==> src/rtl/bf_fetch_unit.sv <==
// Brainfuck CPU instruction fetch stage: single-outstanding memory fetch
// feeding a small prefetch FIFO, with jump redirect and end-of-program detect.
module bf_fetch_unit #(
    parameter int i_addr_width = 16,
    parameter int i_mem_length = 1024,
    parameter int fifo_depth   = 4
) (
    input  logic                    clk,
    input  logic                    rst_n,
    output logic                    i_req,
    output logic [i_addr_width-1:0] i_addr,
    input  logic                    i_ack,
    input  logic [7:0]              i_rdata,
    output logic                    inst_valid,
    output logic [7:0]              inst_data,
    output logic [i_addr_width-1:0] inst_addr,
    input  logic                    inst_ready,
    input  logic                    jump_valid,
    input  logic [i_addr_width-1:0] jump_addr,
    output logic                    prog_end
);

    localparam int pw = $clog2(fifo_depth);
    localparam int cw = pw + 1;
    localparam logic [i_addr_width:0] end_addr = (i_addr_width + 1)'(i_mem_length);
    localparam logic [cw-1:0] depth = cw'(fifo_depth);

    typedef enum logic {
        GAP = 1'b0,
        REQ = 1'b1
    } state_t;

    state_t state;
    state_t state_n;

    logic [i_addr_width-1:0] pc;
    logic [i_addr_width-1:0] pc_n;
    logic [7:0]              fifo_data [fifo_depth];
    logic [i_addr_width-1:0] fifo_addr [fifo_depth];
    logic [pw-1:0]           rd_ptr;
    logic [pw-1:0]           wr_ptr;
    logic [cw-1:0]           count;
    logic [cw-1:0]           count_n;
    logic                    push;
    logic                    pop;
    logic                    pc_in_range;
    logic                    pc_n_in_range;
    logic                    prog_end_n;

    // A jump overrides both a same-cycle ack and a same-cycle pop.
    assign push = (state == REQ) && i_ack && !jump_valid;
    assign pop  = inst_valid && inst_ready && !jump_valid;

    assign pc_in_range   = {1'b0, pc} < end_addr;
    assign pc_n_in_range = {1'b0, pc_n} < end_addr;

    always_ff @(posedge clk or negedge rst_n) begin
        if (!rst_n) begin
            state <= GAP;
        end else begin
            state <= state_n;
        end
    end

    always_comb begin
        state_n = state;
        unique case (state)
            GAP: begin
                if (pc_in_range && (count < depth)) begin
                    state_n = REQ;
                end
            end
            REQ: begin
                if (i_ack) begin
                    state_n = GAP;
                end
            end
        endcase
        if (jump_valid) begin
            state_n = GAP;
        end
    end

    always_comb begin
        i_req  = (state == REQ);
        i_addr = pc;
    end

    always_comb begin
        pc_n    = pc;
        count_n = count;
        if (jump_valid) begin
            pc_n    = jump_addr;
            count_n = '0;
        end else begin
            if (push) begin
                pc_n = pc + 1'b1;
            end
            if (push && !pop) begin
                count_n = count + 1'b1;
            end else if (pop && !push) begin
                count_n = count - 1'b1;
            end
        end
        // Registered flag, so it is computed from the post-edge state.
        prog_end_n = !pc_n_in_range && (count_n == '0) && (state_n == GAP);
    end

    always_ff @(posedge clk or negedge rst_n) begin
        if (!rst_n) begin
            for (int i = 0; i < fifo_depth; i++) begin
                fifo_data[i] <= '0;
                fifo_addr[i] <= '0;
            end
            wr_ptr   <= '0;
            rd_ptr   <= '0;
            count    <= '0;
            pc       <= '0;
            prog_end <= 1'b0;
        end else begin
            if (push) begin
                fifo_data[wr_ptr] <= i_rdata;
                fifo_addr[wr_ptr] <= pc;
            end
            if (jump_valid) begin
                wr_ptr <= '0;
                rd_ptr <= '0;
            end else begin
                if (push) begin
                    wr_ptr <= wr_ptr + 1'b1;
                end
                if (pop) begin
                    rd_ptr <= rd_ptr + 1'b1;
                end
            end
            count    <= count_n;
            pc       <= pc_n;
            prog_end <= prog_end_n;
        end
    end

    assign inst_valid = (count != '0);
    assign inst_data  = fifo_data[rd_ptr];
    assign inst_addr  = fifo_addr[rd_ptr];

endmodule
==> config.mk <==
export PLATFORM = sky130hd
export DESIGN_NAME = bf_fetch_unit
export DESIGN_NICKNAME = d
export VERILOG_FILES = /design/src/rtl/bf_fetch_unit.sv
export SDC_FILE = /design/constraint.sdc
export NUM_CORES = 1
export LEC_CHECK = 0
export CAP_MARGIN = 10
export CORE_MARGIN = 3
export CORE_UTILIZATION = 45
export CTS_CLUSTER_DIAMETER = 100
export DETAILED_ROUTE_END_ITERATION = 10
export GPL_ROUTABILITY_DRIVEN = 0
export PLACE_DENSITY_LB_ADDON = 0.05
export SYNTH_ARGS = -nofsm -noshare
export SYNTH_HDL_FRONTEND = slang
export SYNTH_SLANG_ARGS = --single-unit
==> constraint.sdc <==
create_clock -name clk -period 2.8 [get_ports clk]
set_input_delay 0.28 -clock clk [delete_from_list [all_inputs] [get_ports clk]]
set_output_delay 0.28 -clock clk [all_outputs]
set_load 0.02 [all_outputs]
==> impl_results.md <==
- Total GRT Usage: 0.187
- Final setup vio count: 0
- Root Driver: clkbuf_16
- Setup crit end kind: output pin
- IO Pins: 72
- Met2 WL: 6030 µm
- Die W: 118 µm
- Routed Antenna Nets: 0
- Setup TNS: 0 ps
- Cells after Synth: 414
- Tcrit/Tclk final: 0.885
- Clock sink count: 121
- Clock Tree Buf Depth: 2
- Main area contributors after synthesis: dfrtp_1, mux2_2, mux4_2
- Core footprint: 0.0121 mm²
- Clock slew seen by the registers of the worst setup and hold paths: 50 ps
- Max layer used: met4
- Aggregate routed wire length: 12100 µm
- Worst-Skew Late Latency: 410 ps
- Synth top cells by count: dfrtp_1, mux2_2, nand2_1
- Vias in the first global route: 3852
- Clock Skew: 9.91 ps
- # DRC: 0
- Worst-path fanout max: 14
- Total of max-cap violations: 0
- Worst-Margin Slew: 602 ps
- Final min period: 2480 ps
- DRT Pass-1 Iters: 4
- Top-count cell post-synth: dfrtp_1
- Area delta synth->final: 27.7%
- First-pass GRT wire length: 20100 µm
- Slew Limit Fails: 0
- Largest net degree at the start of global routing: 53
- Wl on met1: 5530 µm
- Synth Flop Type: dfrtp_1
- Metal3 WL: 395 µm
- FMAX: 0.404 GHz
- Endpoints failing hold: 0
- Starting Density: 0.464
- Share of cells above drive strength 1: 0.325
- Buffers on Ports: 71
- Static leakage: 3.28 nW
- Final std cells w/o fill: 678
- Slew HR: 0.599
- Startpoint Class: flip-flop
- Avg WL per Cell: 17.8 µm
- Status: finished, final reports clean
- Synthesized flop and latch total: 121
- Type of the worst setup path: reg -> out
- CTS Buf Count: 17
- Via density: 5.19
- H-tree Lvls: 4
- # rows: 40
- VDD IR max: 0.388 mV
- Ys Warns: 0
- RSZ-0062 raised after global routing: no
- Global route total overflow: 0
- Hpwl dp: 8080 µm
- Power per Cell Area: 701 mW/mm²
- Sequential area share after synthesis: 0.541
- Biggest area consumer among synthesized cells: dfrtp_1
- Syn_area_per_cell: 13.5 µm²
- Die area: 0.0138 mm²
- Yosys cell types: 39
- N_diodes: 0
- Vias: 3516
- Required time of the critical path: 2520 ps
- TritonCTS clock tree: yes
- Worst slack, placed: 290 ps
- Dpl cells: 645
- Min-Delay Path Class: in -> async
- Async set-reset flop share out of synthesis: 1.00
- DIE HEIGHT: 118 µm
- Setup ws final: 323 ps
- Data arrival, critical path: 2200 ps
- Syn Std Cell Area: 0.00560 mm²
- Fin nets: 534
- Syn_nets: 451
- Post-synth EDFFs: 0
- Pwr Total: 5.01 mW
- Initial antenna violation count: 0
- Top cell type's share of synthesized area: 0.541
- Initial drt markers: 175
## cell type report
cell class	instances	area, µm²
clock buffers	25	515
clock inverters	7	87.6
fillers	1026	4920
inverters	12	45.0
multi-input cells	256	2400
flip-flops and latches	121	3030
well taps	168	210
repair buffers	89	858
## cell families after synthesis
kind of cell             count (synthesis)  synth area share
AND/OR/NAND/NOR                         80            0.0695
flip-flops                             121             0.541
XOR/XNOR                                18            0.0282
buffers and inverters                   37            0.0302
multiplexers                           113             0.275
adder cells (fa/ha/maj)                  8            0.0179
AO/OA/AOI/OAI                           37            0.0376
## metal layers
layer  vias to the layer above  track usage
met5                         -            0
met4                         0       0.0689
met3                         9       0.0481
met2                        64        0.301
met1                      1796        0.247
li1                       1647            -
## worst paths after layout
kind                                from            end  slack [ps]  cells after the start
max                            rd_ptr[0]   inst_addr[3]         320                      3
min                                rst_n  fifo_data[27]         430                      2
max reg2reg                    i_addr[6]       prog_end         490                      6
min reg2reg                fifo_addr[57]  fifo_addr[57]         470                      2
max in group asynchronous          rst_n  fifo_addr[49]        1630                      3
min in group clk            jump_addr[7]      i_addr[7]         430                      3
## worst max-delay path, cell delays in order, from the launching register on
cell and delay [ps]:
dfrtp_2 350, buf_4 300, mux4_2 580, clkdlybuf4s50_1 560
## timing repair
action	4_1_cts	5_1_grt
resized for setup	0	0
hold endpoints to repair	45	0
hold buffers	1	0
setup buffers	0	0
## sequential cells by signal, indices dropped and copies added, names as in the netlist
register and cells:
rd_ptr 2, wr_ptr 2, i_req 1, prog_end 1, count 3, fifo_data 32
fifo_addr 64, i_addr 16
## layout by cell type, fill, tap and decap left out, types with 3 or more instances in the layout
| master | instances |
|---|---|
| nor2_1 | 10 |
| nor4_1 | 5 |
| nor3_1 | 6 |
| clkbuf_16 | 17 |
| dfrtp_1 | 120 |
| xor2_1 | 6 |
| nand2_1 | 36 |
| inv_1 | 12 |
| clkinv_2 | 4 |
| and2_1 | 3 |
| clkdlybuf4s50_1 | 70 |
| a21oi_1 | 5 |
| ha_1 | 8 |
| o21a_1 | 3 |
| mux4_2 | 24 |
| buf_4 | 17 |
| nand3_1 | 5 |
| o21ai_0 | 23 |
| xnor2_1 | 12 |
| mux2_2 | 88 |
| clkbuf_8 | 6 |
## where the power goes
group | internal [mW] | switching [mW] | total (mW)
clock | 1.44 | 0.729 | 2.17
sequential | 1.84 | 0.0882 | 1.93
combinational | 0.442 | 0.462 | 0.904
total | 3.73 | 1.28 | 5.01
## metrics by stage
stage | hold slack, ps | util | cell area, µm²
floorplan | -15.6 | - | 5600
global placement | 329 | 0.541 | 6530
detailed placement | 336 | 0.541 | 6530
CTS | 419 | 0.592 | 7140
global route | 442 | 0.592 | 7140
finish | 426 | 0.592 | 7140
(Power assumes the default switching activity.)
